==> config.mk <==
export PLATFORM = sky130hd
export DESIGN_NAME = alu_seq_flat
export DESIGN_NICKNAME = d
export VERILOG_FILES = /design/src/rtl/alu_seq_if.sv /design/src/rtl/alu_seq.sv /design/src/flat_wrapper.sv
export SDC_FILE = /design/constraint.sdc
export NUM_CORES = 1
export LEC_CHECK = 0
export BUFFER_PORTS_ARGS = -buffer_cell sky130_fd_sc_hd__buf_2
export CORE_ASPECT_RATIO = 0.9
export CORE_MARGIN = 1
export CORE_UTILIZATION = 60
export CTS_CLUSTER_SIZE = 20
export DETAILED_ROUTE_END_ITERATION = 6
export HOLD_SLACK_MARGIN = 0.15
export PLACE_DENSITY = 0.79
export SLEW_MARGIN = 10
export SYNTH_ARGS = -nofsm -noshare
export SYNTH_HDL_FRONTEND = slang
export SYNTH_SLANG_ARGS = --single-unit
==> constraint.sdc <==
create_clock -name clk -period 3.6 [get_ports clk]
set_input_delay 0.18 -clock clk [delete_from_list [all_inputs] [get_ports clk]]
set_output_delay 0.18 -clock clk [all_outputs]
set_load 0.02 [all_outputs]
==> src/rtl/alu_seq_if.sv <==
// Handshake and operand/result bundle between a producer/consumer (master) and alu_seq (slave).
// Carries no state of its own; the master drives operands and out_ready, the slave drives result and flags.
interface alu_seq_if #(
  parameter int N = 10
);
  logic         in_valid;
  logic         in_ready;
  logic [N-1:0] a;
  logic [N-1:0] b;
  logic         carry_in;
  logic [3:0]   op;
  logic         out_valid;
  logic         out_ready;
  logic [N-1:0] result;
  logic         n_flag;
  logic         c_flag;
  logic         v_flag;
  logic         z_flag;
  logic         busy;

  modport master (
    output in_valid, a, b, carry_in, op, out_ready,
    input  in_ready, out_valid, result, n_flag, c_flag, v_flag, z_flag, busy
  );

  modport slave (
    input  in_valid, a, b, carry_in, op, out_ready,
    output in_ready, out_valid, result, n_flag, c_flag, v_flag, z_flag, busy
  );
endinterface

==> src/rtl/alu_seq.sv <==
// Multi-cycle 16-op ALU, 1-bit/cycle shifter; ALU_SEQ_MUL_EN adds an N-cycle shift-add multiplier.
// Latency: 1 cycle for ops 0-9,15; min(k,N)+1 for shifts/rotate; N+1 for multiply.
// Backpressure: result held in DONE until out_ready; no new accept until the result is taken.
module alu_seq #(
  parameter int N = 10
) (
  input  logic     clk,
  input  logic     rst_n,
  alu_seq_if.slave bus
);
  localparam int SW = $clog2(N);
  localparam int CW = SW + 1;

  typedef enum logic [1:0] {IDLE, SHIFT, MUL, DONE} state_t;

  state_t        state_q, state_d;
  logic [N-1:0]  work_q, work_d;
  logic [N-1:0]  res_q, res_d;
  logic [3:0]    op_q, op_d;
  logic [CW-1:0] cnt_q, cnt_d;
  logic [CW-1:0] stp_q, stp_d;
  logic          sc_q, sc_d;
  logic          n_q, n_d, c_q, c_d, v_q, v_d, z_q, z_d;
`ifdef ALU_SEQ_MUL_EN
  logic [2*N-1:0] acc_q, acc_d, mc_q, mc_d, acc_n;
`endif

  logic          accept;
  logic [CW-1:0] k_ext, k_sat, k_mod;
  logic [N-1:0]  add_y, sc_res;
  logic [N:0]    sum;
  logic          add_ci, sc_c, sc_v, is_shift;
  logic [N-1:0]  wn;
  logic          cn;

  assign accept   = bus.in_valid && (state_q == IDLE);
  assign k_ext    = CW'(bus.b[SW-1:0]);
  assign k_sat    = (k_ext >= CW'(N)) ? CW'(N) : k_ext;
  assign k_mod    = (k_ext >= CW'(N)) ? k_ext - CW'(N) : k_ext;
  assign is_shift = (bus.op == 4'd10) || (bus.op == 4'd11) || (bus.op == 4'd12) || (bus.op == 4'd14);

  // Single-cycle datapath: all arithmetic is one N+1-bit adder with a selected second operand.
  always_comb begin
    add_y  = bus.b;
    add_ci = 1'b0;
    case (bus.op)
      4'd1:    begin add_y = ~bus.b;     add_ci = 1'b1;         end
      4'd2:    begin add_y = N'(1);                             end
      4'd3:    begin add_y = ~(N'(1));   add_ci = 1'b1;         end
      4'd8:    begin add_y = bus.b;      add_ci = bus.carry_in; end
      4'd9:    begin add_y = ~bus.b;     add_ci = bus.carry_in; end
      default: ;
    endcase
    sum = {1'b0, bus.a} + {1'b0, add_y} + {{N{1'b0}}, add_ci};

    sc_res = '0;
    sc_c   = 1'b0;
    sc_v   = 1'b0;
    case (bus.op)
      4'd0, 4'd1, 4'd2, 4'd3, 4'd8, 4'd9: begin
        sc_res = sum[N-1:0];
        sc_c   = sum[N];
        sc_v   = (bus.a[N-1] == add_y[N-1]) && (sum[N-1] != bus.a[N-1]);
      end
      4'd4:    sc_res = bus.a & bus.b;
      4'd5:    sc_res = bus.a | bus.b;
      4'd6:    sc_res = bus.a ^ bus.b;
      4'd7:    sc_res = ~bus.a;
      4'd15:   sc_res = bus.b;
      4'd10, 4'd11, 4'd12, 4'd14: sc_res = bus.a;
      default: sc_res = '0;
    endcase
  end

  // One shift/rotate step; once the rotate steps are spent the word just idles until the cycle count expires.
  always_comb begin
    wn = work_q;
    cn = sc_q;
    if (stp_q != '0) begin
      case (op_q)
        4'd10:   begin cn = work_q[N-1]; wn = {work_q[N-2:0], 1'b0};        end
        4'd11:   begin cn = work_q[0];   wn = {1'b0, work_q[N-1:1]};        end
        4'd12:   begin cn = work_q[0];   wn = {work_q[N-1], work_q[N-1:1]}; end
        default: begin cn = work_q[N-1]; wn = {work_q[N-2:0], work_q[N-1]}; end
      endcase
    end
  end

`ifdef ALU_SEQ_MUL_EN
  assign acc_n = work_q[0] ? acc_q + mc_q : acc_q;
`endif

  always_comb begin
    state_d = state_q;
    work_d  = work_q;
    res_d   = res_q;
    op_d    = op_q;
    cnt_d   = cnt_q;
    stp_d   = stp_q;
    sc_d    = sc_q;
    n_d     = n_q;
    c_d     = c_q;
    v_d     = v_q;
    z_d     = z_q;
`ifdef ALU_SEQ_MUL_EN
    acc_d   = acc_q;
    mc_d    = mc_q;
`endif
    case (state_q)
      IDLE: begin
        if (accept) begin
          op_d = bus.op;
          if (is_shift && (k_sat != '0)) begin
            state_d = SHIFT;
            work_d  = bus.a;
            cnt_d   = k_sat;
            stp_d   = (bus.op == 4'd14) ? k_mod : k_sat;
            sc_d    = 1'b0;
`ifdef ALU_SEQ_MUL_EN
          end else if (bus.op == 4'd13) begin
            state_d = MUL;
            work_d  = bus.b;
            mc_d    = {{N{1'b0}}, bus.a};
            acc_d   = '0;
            cnt_d   = CW'(N);
`endif
          end else begin
            state_d = DONE;
            res_d   = sc_res;
            c_d     = sc_c;
            v_d     = sc_v;
            n_d     = sc_res[N-1];
            z_d     = (sc_res == '0);
          end
        end
      end
      SHIFT: begin
        work_d = wn;
        sc_d   = cn;
        cnt_d  = cnt_q - CW'(1);
        if (stp_q != '0) stp_d = stp_q - CW'(1);
        if (cnt_q == CW'(1)) begin
          state_d = DONE;
          res_d   = wn;
          c_d     = cn;
          v_d     = 1'b0;
          n_d     = wn[N-1];
          z_d     = (wn == '0);
        end
      end
`ifdef ALU_SEQ_MUL_EN
      MUL: begin
        acc_d  = acc_n;
        mc_d   = mc_q << 1;
        work_d = work_q >> 1;
        cnt_d  = cnt_q - CW'(1);
        if (cnt_q == CW'(1)) begin
          state_d = DONE;
          res_d   = acc_n[N-1:0];
          c_d     = |acc_n[2*N-1:N];
          v_d     = |acc_n[2*N-1:N];
          n_d     = acc_n[N-1];
          z_d     = (acc_n[N-1:0] == '0);
        end
      end
`endif
      DONE: begin
        if (bus.out_ready) state_d = IDLE;
      end
      default: state_d = IDLE;
    endcase
  end

  always_ff @(posedge clk or negedge rst_n) begin
    if (!rst_n) begin
      state_q <= IDLE;
      work_q  <= '0;
      res_q   <= '0;
      op_q    <= '0;
      cnt_q   <= '0;
      stp_q   <= '0;
      sc_q    <= 1'b0;
      n_q     <= 1'b0;
      c_q     <= 1'b0;
      v_q     <= 1'b0;
      z_q     <= 1'b0;
`ifdef ALU_SEQ_MUL_EN
      acc_q   <= '0;
      mc_q    <= '0;
`endif
    end else begin
      state_q <= state_d;
      work_q  <= work_d;
      res_q   <= res_d;
      op_q    <= op_d;
      cnt_q   <= cnt_d;
      stp_q   <= stp_d;
      sc_q    <= sc_d;
      n_q     <= n_d;
      c_q     <= c_d;
      v_q     <= v_d;
      z_q     <= z_d;
`ifdef ALU_SEQ_MUL_EN
      acc_q   <= acc_d;
      mc_q    <= mc_d;
`endif
    end
  end

  assign bus.in_ready  = (state_q == IDLE);
  assign bus.out_valid = (state_q == DONE);
  assign bus.busy      = (state_q != IDLE);
  assign bus.result    = res_q;
  assign bus.n_flag    = n_q;
  assign bus.c_flag    = c_q;
  assign bus.v_flag    = v_q;
  assign bus.z_flag    = z_q;
endmodule
==> src/flat_wrapper.sv <==
// flat-port wrapper written by rule: the top's interface ports become plain ports
module alu_seq_flat 
#(
  parameter int N = 10
)
  (clk, rst_n, bus_in_valid, bus_a, bus_b, bus_carry_in, bus_op, bus_out_ready, bus_in_ready, bus_out_valid, bus_result, bus_n_flag, bus_c_flag, bus_v_flag, bus_z_flag, bus_busy);
  alu_seq_if #(.N(N)) bus_i ();
  input  logic clk;
  input  logic rst_n;
  input wire logic [$bits(bus_i.in_valid)-1:0] bus_in_valid;
  input wire logic [$bits(bus_i.a)-1:0] bus_a;
  input wire logic [$bits(bus_i.b)-1:0] bus_b;
  input wire logic [$bits(bus_i.carry_in)-1:0] bus_carry_in;
  input wire logic [$bits(bus_i.op)-1:0] bus_op;
  input wire logic [$bits(bus_i.out_ready)-1:0] bus_out_ready;
  output wire logic [$bits(bus_i.in_ready)-1:0] bus_in_ready;
  output wire logic [$bits(bus_i.out_valid)-1:0] bus_out_valid;
  output wire logic [$bits(bus_i.result)-1:0] bus_result;
  output wire logic [$bits(bus_i.n_flag)-1:0] bus_n_flag;
  output wire logic [$bits(bus_i.c_flag)-1:0] bus_c_flag;
  output wire logic [$bits(bus_i.v_flag)-1:0] bus_v_flag;
  output wire logic [$bits(bus_i.z_flag)-1:0] bus_z_flag;
  output wire logic [$bits(bus_i.busy)-1:0] bus_busy;
  assign bus_i.in_valid = bus_in_valid;
  assign bus_i.a = bus_a;
  assign bus_i.b = bus_b;
  assign bus_i.carry_in = bus_carry_in;
  assign bus_i.op = bus_op;
  assign bus_i.out_ready = bus_out_ready;
  assign bus_in_ready = bus_i.in_ready;
  assign bus_out_valid = bus_i.out_valid;
  assign bus_result = bus_i.result;
  assign bus_n_flag = bus_i.n_flag;
  assign bus_c_flag = bus_i.c_flag;
  assign bus_v_flag = bus_i.v_flag;
  assign bus_z_flag = bus_i.z_flag;
  assign bus_busy = bus_i.busy;
  alu_seq #(.N(N)) u_core (.clk(clk), .rst_n(rst_n), .bus(bus_i));
endmodule
==> run_results.csv <==
group,metric,value,unit
floorplanning,rows,28,
run_status,violations,"DRC",
yosys,synth_nets,588,
route,drtAntennaViolNets,0,
yosys,synth-edff-count,0,
route,drtIter0Drc,505,
yosys,yosysSeqAreaShare,0.244,
grt,grt_start_max_net_pins,41,
sta,worst_clock_skew,0.00558,ns
route,vias,4283,
route,totalWireLength,12.5,mm
grt,grt_pass1_wl,19.6,mm
worst_setup_path,cp.depth,14,
grt,grt_pass1_vias,3886,
yosys,synth_flop_cell,"dfrtp_1",
clocking,cts_root_buffer,"clkbuf_8",
route,highest_layer,"met4",
grt,antenna_found_initial,0,
route,firstDrtPassIters,7,
sta,tns,0,ns
grt,grt_remaining_overflow,0,
final_layout,areaGrowthSynthToFinish,11.9,%
route,avgViaCountPerCell,6.54,
power_and_ir_drop,powerDensity,641,mW/mm2
yosys,synthTopCellsByCount,"o21ai_0, nor2_1, nand2_1, inv_1, dfrtp_1",
clocking,cts_tree,"built",
run,cap_viol_max_count,0,
placed_design,dp_hpwl,9.29,mm
worst_setup_path,cpMostUsedCell,"nor2b_1",
power_and_ir_drop,vdd_drop_max,0.601,mV
yosys,synth-adder-area-share,0.120,
yosys,async_flop_share,1.00,
worst_setup_path,endpoint_kind,"flop",
worst_setup_path,cp_top_family,"simple AND/OR/NAND/NOR gates",
final_layout,diodes,0,
worst_setup_path,reg2reg_depth,8,
yosys,synth.most_common_cell,"o21ai_0",
final_layout,drive_gt1_frac,0.152,
yosys,syn_area_per_cell,7.88,um2
sta,finalSetupViolCount,0,
placed_design,post_dp_cell_area,0.00447,mm2
worst_setup_path,cp-start-kind,"input port",
placed_design,pre_cts_slack,0.171,ns
yosys,synth_top_area_frac,0.244,
floorplanning,die_area,0.00718,mm2
floorplanning,start_util,0.623,
clocking,cts_buffer_depth,2,
worst_hold_path,hold_class,"input port to flop",
yosys,synth.distinct_cells,66,
yosys,synth_cells,521,
worst_setup_path,path_buf_inv,2,
route,met2_length,5.50,mm
yosys,synth-compound-area-share,0.278,
clocking,clk_transition_reported_paths,0.08,ns
clocking,cts_inserted_buffers,5,
run_status,status,"complete, but fails checks",
yosys,synth-simple-area-share,0.209,
worst_setup_path,reg2reg_slack,1.14,ns
grt,track_usage,0.365,
sta,fmax,315,MHz
worst_setup_path,critPathArrivalTime,3.41,ns
worst_setup_path,worst_path_max_delay_cell,"or4b_1",
yosys,synth_top_family_by_area,"compound AO/OA/AOI/OAI gates",
power_and_ir_drop,p_leak,2.08,nW
sta,finalMaxSlewViolations,0,
clocking,cts_resized,0,
final_layout,postLayoutCoreUtil,0.697,
final_layout,fin_area,0.00459,mm2
worst_setup_path,required,3.83,ns
final_layout,nNetsFinal,631,
worst_setup_path,path_cells,"buf_2 -> nor2b_1 -> nor2b_1 -> a221o_1 -> fa_1 -> inv_1 -> fa_1 -> nor2b_1 -> o31a_1 -> a21oi_1 -> a221o_1 -> or2_0 -> or4b_1 -> o21ai_1",
yosys,synthTopCellsByArea,"dfrtp_1, ha_1, o21ai_0, mux2i_1, nor2_1",
worst_setup_path,cp_slowest_stage_delay,0.49,ns
power_and_ir_drop,power.total,2.94,mW
clocking,cts_sinks,40,
floorplanning,io_pins,46,
sta,hold_viol_final,0,
sta,rsz0062_at_grt,"false",
sta,setup_ws,0.421,ns
worst_setup_path,crit_type,"input port to flop",
sta,slew_headroom,0.293,
worst_setup_path,crit_fanout,8,
yosys,synth_warnings,0,
sta,min_period,3.18,ns
placed_design,port_buffers,45,
worst_setup_path,r2r_end,"u_core.bus.z_flag",
yosys,synth-xor-area-share,0.00640,
sta,post-route-period-util,0.883,
route,drc,10,
floorplanning,die_w,89.2,um
yosys,netlist_area,0.00410,mm2
clocking,htreeDepth,2,
route,wl_met3,1.10,mm
route,wl_per_cell,19.0,um
clocking,clkLatencyLatePin,0.30,ns
placed_design,place.gp.congestion,1.05,
yosys,synth-seq-cells,40,
worst_setup_path,timing.rr.start,"u_core.state_q[1]",
route,wl_met1,5.66,mm
yosys,yosysTopAreaCell,"dfrtp_1",
yosys,yosys-mux-area-fraction,0.0726,
floorplanning,die_h,80.5,um
worst_setup_path,endpoint,"u_core.bus.z_flag",
worst_setup_path,critPathLaunch,"bus_op[2]",
floorplanning,coreArea,0.00659,mm2
sta,tightest_slew,1.06,ns
[power breakdown]
part	leakage (nW)	switching, mW	internal [mW]
Combinational	1.54	1.03	0.670
Clock	0.0552	0.164	0.206
Sequential	0.488	0.206	0.668
[registers in the layout (all words and copies together), names as in the netlist]
register,cells
u_core.op_q,4
u_core.cnt_q,5
u_core.bus.v_flag,1
u_core.work_q,10
u_core.state_q,2
u_core.bus.result,9
u_core.bus.c_flag,1
u_core.bus.n_flag,1
u_core.sc_q,1
u_core.bus.z_flag,1
u_core.stp_q,5
[layout by cell type (no fill, tap or decap), drive strengths merged, types with 10 or more instances in the layout]
cell type / Yosys / layout
inv: 43 / 43
buf: 10 / 64
a222oi: 10 / 10
ha: 36 / 36
nor3: 11 / 11
o21ai: 56 / 56
mux2i: 23 / 23
nor2: 52 / 52
a211oi: 12 / 12
dfrtp: 40 / 40
a21oi: 29 / 29
nand2: 45 / 45
[repair_timing]
| action | 4_1_cts | 5_1_grt |
|---|---|---|
| endpoints found under the hold margin | 41 | 0 |
| hold buffers | 2 | 0 |
| buffers inserted | 0 | 0 |
| setup endpoints to repair | 0 | 0 |
[layer usage]
metal,vias to the layer above,GRT usage
met5,-,0
met4,0,0.0794
met3,22,0.0771
met2,207,0.558
met1,2033,0.525
li1,2021,-
[cell type report]
type,count,area [um2]
tap,90,113
inverter,43,161
clock buffer,6,72.6
fill,568,1990
timing repair buffer,66,388
sequential,40,1000
multi-input combinational,408,2820
clock inverter,2,35.0
[metrics by stage]
step / hold slack [ns] / cells
CTS: 0.207 / 655
global route: 0.246 / 655
floorplan: -0.116 / 521
detailed placement: 0.354 / 645
global placement: 0.346 / 645
finish: 0.212 / 655
[worst min path at each step]
| stage | startpoint | endpoint | slack, ns | cells past startpoint |
|---|---|---|---|---|
| 2_1_floorplan | rst_n | u_core.bus.c_flag | -0.12 | 0 |
| 5_1_grt | bus_a[4] | u_core.work_q[4] | 0.25 | 3 |
| 4_1_cts | bus_in_valid | u_core.state_q[0] | 0.21 | 3 |
| 3_5_place_dp | rst_n | u_core.stp_q[0] | 0.35 | 1 |
| 6_report | bus_in_valid | u_core.state_q[0] | 0.21 | 3 |
| 3_3_place_gp | rst_n | u_core.stp_q[0] | 0.35 | 1 |
[tightest hold or removal path, cell delays in order]
cell and delay (ns):
buf_2 0.12, nor2_1 0.05, o22ai_1 0.11
[cells by family after synthesis]
family,count (synthesis)
AO/OA/AOI/OAI,170
XOR/XNOR,3
adder cells (fa/ha/maj),38
buffers and inverters,73
flip-flops,40
multiplexers,29
AND/OR/NAND/NOR,168
No activity file was read; power rests on OpenSTA's default activity.
